$ cat src/rtl/narnet_pkg.sv
// Shared types and defaults for the NARX network host sequencer.
package narnet_pkg;

    localparam int unsigned CNT_W       = 8;
    localparam int unsigned SAMPLE_W    = 8;
    localparam int unsigned DEF_WARMUP  = 16;
    localparam int unsigned DEF_PREDICT = 8;
    localparam int unsigned DEF_TIMEOUT = 255;

    // Signed S8.6 fixed-point sample
    typedef logic signed [SAMPLE_W-1:0] s8_6_t;
    typedef logic [CNT_W-1:0]           cnt_t;

    typedef enum logic [2:0] {
        ST_IDLE,
        ST_FETCH,
        ST_ISSUE,
        ST_WAIT,
        ST_EMIT,
        ST_FIN,
        ST_ERR
    } state_e;

endpackage

$ cat src/rtl/narnet_edge_det.sv
// Rising-edge detector on a registered copy of the network's out_ready flag.
module narnet_edge_det (
    input  logic clk,
    input  logic rst,
    input  logic enable,
    input  logic d,
    output logic rise_c
);

    logic d_q;

    always_ff @(posedge clk) begin
        if (rst) begin
            d_q <= 1'b0;
        end else if (enable) begin
            d_q <= d;
        end
    end

    assign rise_c = d & ~d_q;

endmodule

$ cat src/rtl/narnet_host_seq.sv
// Host sequencer: open-loop warmup from the sample stream, then closed-loop prediction.
// Optional WAIT watchdog enabled by defining NARNET_TIMEOUT_EN.
module narnet_host_seq
    import narnet_pkg::*;
#(
    parameter int unsigned WARMUP  = DEF_WARMUP,
    parameter int unsigned PREDICT = DEF_PREDICT,
    parameter int unsigned TIMEOUT = DEF_TIMEOUT
) (
    input  logic                       clk,
    input  logic                       rst,
    input  logic                       enable,
    input  logic                       start,
    input  logic                       s_valid,
    input  logic signed [SAMPLE_W-1:0] s_data,
    output logic                       s_ready,
    output logic signed [SAMPLE_W-1:0] x_in,
    output logic                       x_ready,
    input  logic signed [SAMPLE_W-1:0] y_out,
    input  logic                       out_ready,
    output logic                       m_valid,
    output logic signed [SAMPLE_W-1:0] m_data,
    input  logic                       m_ready,
    output logic                       m_last,
    output logic                       busy,
    output logic                       done,
    output logic                       err
);

    localparam cnt_t WARM_N   = CNT_W'(WARMUP);
    localparam cnt_t PRED_N   = CNT_W'(PREDICT);
    localparam cnt_t TMO_LAST = CNT_W'(TIMEOUT - 1);

    state_e state_q, state_n;
    cnt_t   warm_q, warm_n;
    cnt_t   pred_q, pred_n;
    logic   fb_q, fb_n;
    s8_6_t  x_q, x_n;
    s8_6_t  y_q, y_n;
    logic   or_rise_c;
    logic   s_ready_n, x_ready_n, m_valid_n, m_last_n, busy_n, done_n, err_n;

`ifdef NARNET_TIMEOUT_EN
    cnt_t   tmo_q, tmo_n;
`else
    logic   unused_tmo;
    assign  unused_tmo = ^TMO_LAST;
`endif

    narnet_edge_det u_edge (
        .clk    (clk),
        .rst    (rst),
        .enable (enable),
        .d      (out_ready),
        .rise_c (or_rise_c)
    );

    assign x_in   = x_q;
    assign m_data = y_q;

    // Next-state, datapath and registered-output decode
    always_comb begin
        state_n = state_q;
        warm_n  = warm_q;
        pred_n  = pred_q;
        fb_n    = fb_q;
        x_n     = x_q;
        y_n     = y_q;
`ifdef NARNET_TIMEOUT_EN
        tmo_n   = tmo_q;
`endif
        unique case (state_q)
            ST_IDLE: begin
                if (start) begin
                    warm_n  = '0;
                    pred_n  = '0;
                    fb_n    = 1'b0;
                    state_n = ST_FETCH;
                end
            end
            ST_FETCH: begin
                if (warm_q < WARM_N) begin
                    if (s_valid && s_ready) begin
                        x_n     = s_data;
                        warm_n  = warm_q + cnt_t'(1);
                        state_n = ST_ISSUE;
                    end
                end else begin
                    // closed loop: previous prediction becomes the next input
                    x_n     = y_q;
                    fb_n    = 1'b1;
                    state_n = ST_ISSUE;
                end
            end
            ST_ISSUE: begin
                if (!out_ready) begin
                    state_n = ST_WAIT;
`ifdef NARNET_TIMEOUT_EN
                    tmo_n   = '0;
`endif
                end
            end
            ST_WAIT: begin
                if (or_rise_c) begin
                    y_n     = y_out;
                    if (fb_q) begin
                        pred_n = pred_q + cnt_t'(1);
                    end
                    state_n = ST_EMIT;
                end
`ifdef NARNET_TIMEOUT_EN
                else if (tmo_q >= TMO_LAST) begin
                    state_n = ST_ERR;
                end else begin
                    tmo_n = tmo_q + cnt_t'(1);
                end
`endif
            end
            ST_EMIT: begin
                if (m_ready) begin
                    state_n = ((warm_q == WARM_N) && (pred_q == PRED_N)) ? ST_FIN : ST_FETCH;
                end
            end
            ST_FIN: begin
                state_n = ST_IDLE;
            end
            ST_ERR: begin
`ifdef NARNET_TIMEOUT_EN
                state_n = ST_ERR;
`else
                state_n = ST_IDLE;
`endif
            end
            default: begin
                state_n = ST_IDLE;
            end
        endcase

        s_ready_n = (state_n == ST_FETCH) && (warm_n < WARM_N);
        x_ready_n = (state_q == ST_ISSUE) && (state_n == ST_WAIT);
        m_valid_n = (state_n == ST_EMIT);
        m_last_n  = (state_n == ST_EMIT) && (warm_n == WARM_N) && (pred_n == PRED_N);
        busy_n    = (state_n != ST_IDLE);
        done_n    = (state_n == ST_FIN);
`ifdef NARNET_TIMEOUT_EN
        err_n     = (state_n == ST_ERR);
`else
        err_n     = 1'b0;
`endif
    end

    always_ff @(posedge clk) begin
        if (rst) begin
            state_q <= ST_IDLE;
            warm_q  <= '0;
            pred_q  <= '0;
            fb_q    <= 1'b0;
            x_q     <= '0;
            y_q     <= '0;
            s_ready <= 1'b0;
            x_ready <= 1'b0;
            m_valid <= 1'b0;
            m_last  <= 1'b0;
            busy    <= 1'b0;
            done    <= 1'b0;
            err     <= 1'b0;
`ifdef NARNET_TIMEOUT_EN
            tmo_q   <= '0;
`endif
        end else if (enable) begin
            state_q <= state_n;
            warm_q  <= warm_n;
            pred_q  <= pred_n;
            fb_q    <= fb_n;
            x_q     <= x_n;
            y_q     <= y_n;
            s_ready <= s_ready_n;
            x_ready <= x_ready_n;
            m_valid <= m_valid_n;
            m_last  <= m_last_n;
            busy    <= busy_n;
            done    <= done_n;
            err     <= err_n;
`ifdef NARNET_TIMEOUT_EN
            tmo_q   <= tmo_n;
`endif
        end
    end

endmodule

$ cat config.mk
export PLATFORM = sky130hd
export DESIGN_NAME = narnet_host_seq
export DESIGN_NICKNAME = d
export VERILOG_FILES = /design/src/rtl/narnet_pkg.sv /design/src/rtl/narnet_edge_det.sv /design/src/rtl/narnet_host_seq.sv
export SDC_FILE = /design/constraint.sdc
export NUM_CORES = 1
export LEC_CHECK = 0
export ABC_CLOCK_PERIOD_IN_PS = 3900
export BUFFER_PORTS_ARGS = -buffer_cell sky130_fd_sc_hd__buf_2
export CORE_ASPECT_RATIO = 1.2
export CORE_MARGIN = 1
export CORE_UTILIZATION = 43
export DETAILED_ROUTE_END_ITERATION = 8
export SYNTH_ARGS = -nofsm -noshare
export SYNTH_HDL_FRONTEND = slang
export SYNTH_SLANG_ARGS = --single-unit
export TNS_END_PERCENT = 50
$ cat constraint.sdc
create_clock -name clk -period 3.9 [get_ports clk]
set_input_delay 0.195 -clock clk [delete_from_list [all_inputs] [get_ports clk]]
set_output_delay 0.195 -clock clk [all_outputs]
set_load 0.02 [all_outputs]
==> out/qor.csv <==
metric,value,unit
vdd_drop_max,215,uV
syn-cell-area,2300,um^2
power.density,339,nW/um^2
finalSetupViolations,0,
row_count,28,
hold_class,in -> reg,
timing.hold.ws,146,ps
synth_top_area_share,0.374,
cts_tree,yes,
cp-end-kind,flop,
synth_async_sr_flop_share,0,
fmax,432,MHz
clock_skew,9.56,ps
crit_family,simple AND/OR/NAND/NOR gates,
synth_area_leaders,"dfxtp_1 37%, nand2_1 6.8%, nor2_1 6.4%, a21oi_1 5.4%, nand3_1 3.7%",
cp.required,4140,ps
rsz0062_at_grt,false,
htreeDepth,2,
diodes,0,
first_global_vias,1886,
drtPass1Iterations,4,
slew_viol_final,0,
routabilityCongestion,0.829,
max_cap_violations,0,
wl_per_cell,14.8,um
syn2layout_area_growth,15.1,%
critPathBufInv,0,
routed_via_density,5.66,
period_minus_slack,2310,ps
yosysMostFrequentCell,dfxtp_1,
vias,2242,
top_layer,met4,
grt_start_max_net_pins,45,
cp_cell_sequence,or3b_1 > nor4_1 > o21a_1 > o211ai_1 > nor4b_2 > a21o_1,
ant_nets,0,
grt_util_all_layers,0.223,
wl_met2,2730,um
die_w,68.8,um
first_iter_violations,163,
grt_remaining_overflow,0,
ctsHoldBuffers,0,
relSlewSlack,0.460,
cts_sinks,43,
dp.cells,388,
clockBufferDepth,2,
avgSynthCellArea,7.62,um^2
yosysSeqAreaShare,0.374,
ys.flop_type,dfxtp_1,
wl_met1,2860,um
start_util,0.456,
syn-instance-count,302,
core-area,5040,um^2
leakage,1.01,nW
finalCritPeriodShare,0.593,
cts_buffers,5,
synth_cell_type_count,49,
grt_pass1_wl,9450,um
routed_wl,5850,um
critPathSlowestCell,dfxtp_1,
layoutNonFillerInstCount,396,
die_area,5650,um^2
drc_errors,0,
clk_latency,300,ps
synth-seq-cells,43,
fin_nets,362,
clk_pin_slew,90,ps
io_pins,46,
post_cts_resized,0,
critPathKind,reg -> reg,
finalHoldViolations,0,
critPathMaxFanout,14,
slowest_delay,570,ps
dp.final_hpwl,4070,um
status,"finished, final reports clean",
synth_edf_count,0,
antenna_found_initial,0,
tns,0,ps
root_buffer,clkbuf_8,
arrival,2560,ps
die_y,82.2,um
final_layout_size_suffix_gt1_frac,0.182,
portBuffers,44,
tightest_slew,810,ps
crit_path_start_kind,flop,
netlist_top_cells_count,"43 x dfxtp_1, 42 x nand2_1, 39 x nor2_1",
cts_setup_buffers,0,
synthesis.nets,329,
yosysWarningCount,0,
yosys.area.top_type,dfxtp_1,
met3_length,201,um
-- metrics by stage --
stage          total power [mW]  utilization  instance area [um^2]  setup WS [ps]
6_report                  0.899        0.525                  2650           1590
5_1_grt                   0.948        0.525                  2650           1360
4_1_cts                   0.906        0.525                  2650           1600
3_5_place_dp              0.555        0.503                  2540           1620
3_3_place_gp              0.555        0.503                  2540           1660
2_1_floorplan             0.524            -                  2300           1840
-- routing by layer --
layer / track usage / vias to the layer above
li1: - / 1146
met4: 0.0571 / 0
met5: 0 / -
met1: 0.305 / 1045
met2: 0.357 / 45
met3: 0.0426 / 6
-- where the power goes --
part | switching, mW | internal, mW | leakage [nW]
Clock | 0.163 | 0.191 | 0.0581
Combinational | 0.0570 | 0.0329 | 0.609
Sequential | 0.0102 | 0.445 | 0.348
Total | 0.230 | 0.669 | 1.01
-- worst paths after layout --
path              slack [ps]              endpoint                    start  depth (start not counted)
setup / recovery        1590   m_last$_SDFFE_PP0P_  state_q[0]$_SDFFE_PP0P_                          6
hold / removal           150  x_in[3]$_SDFFE_PP0P_                s_data[3]                          3
setup reg to reg        1590   m_last$_SDFFE_PP0P_  state_q[0]$_SDFFE_PP0P_                          6
hold reg to reg          470     done$_SDFFE_PP0P_        done$_SDFFE_PP0P_                          2
-- layout make-up --
type,count,area [um^2]
well taps,60,75.1
clock buffers,5,68.8
repair buffers,47,243
multi-input cells,232,1340
inverters,6,22.5
fillers,493,2400
clock inverters,3,43.8
flip-flops and latches,43,861
-- worst min-delay path, stage by stage --
cell and delay, ps:
buf_2 90, nand2_1 50, a311oi_1 70
-- layout by cell type (no fill, tap or decap), drive strengths merged, types with 4 or more instances in the layout --
cell / n
a311oi: 9
nor2: 39
nor4: 4
nor3: 10
o211ai: 4
dfxtp: 43
clkbuf: 5
o21ai: 12
nand2b: 5
buf: 47
nor3b: 4
ha: 4
and2: 4
nand3: 17
mux2i: 8
a21oi: 25
nand2: 43
inv: 6
a211oi: 4
-- sequential cells by signal (all words and copies together) (netlist names) --
signal and cells:
busy 1, done 1, fb_q 1, m_data 8, m_last 1, m_valid 1
pred_q 8, s_ready 1, state_q 3, u_edge.d_q 1, warm_q 8, x_in 8
x_ready 1
-- cells by family after synthesis --
| family | synth area share |
|---|---|
| and+or+nand+nor | 0.317 |
| muxes | 0.0348 |
| AOI/OAI and AO/OA | 0.194 |
| adders and majority gates | 0.0217 |
| xor gates and xnor gates | 0.00761 |
| buffers and inverters | 0.0489 |
| other | 0.00163 |
| DFF | 0.374 |
Power figures use the tool's default switching activity.
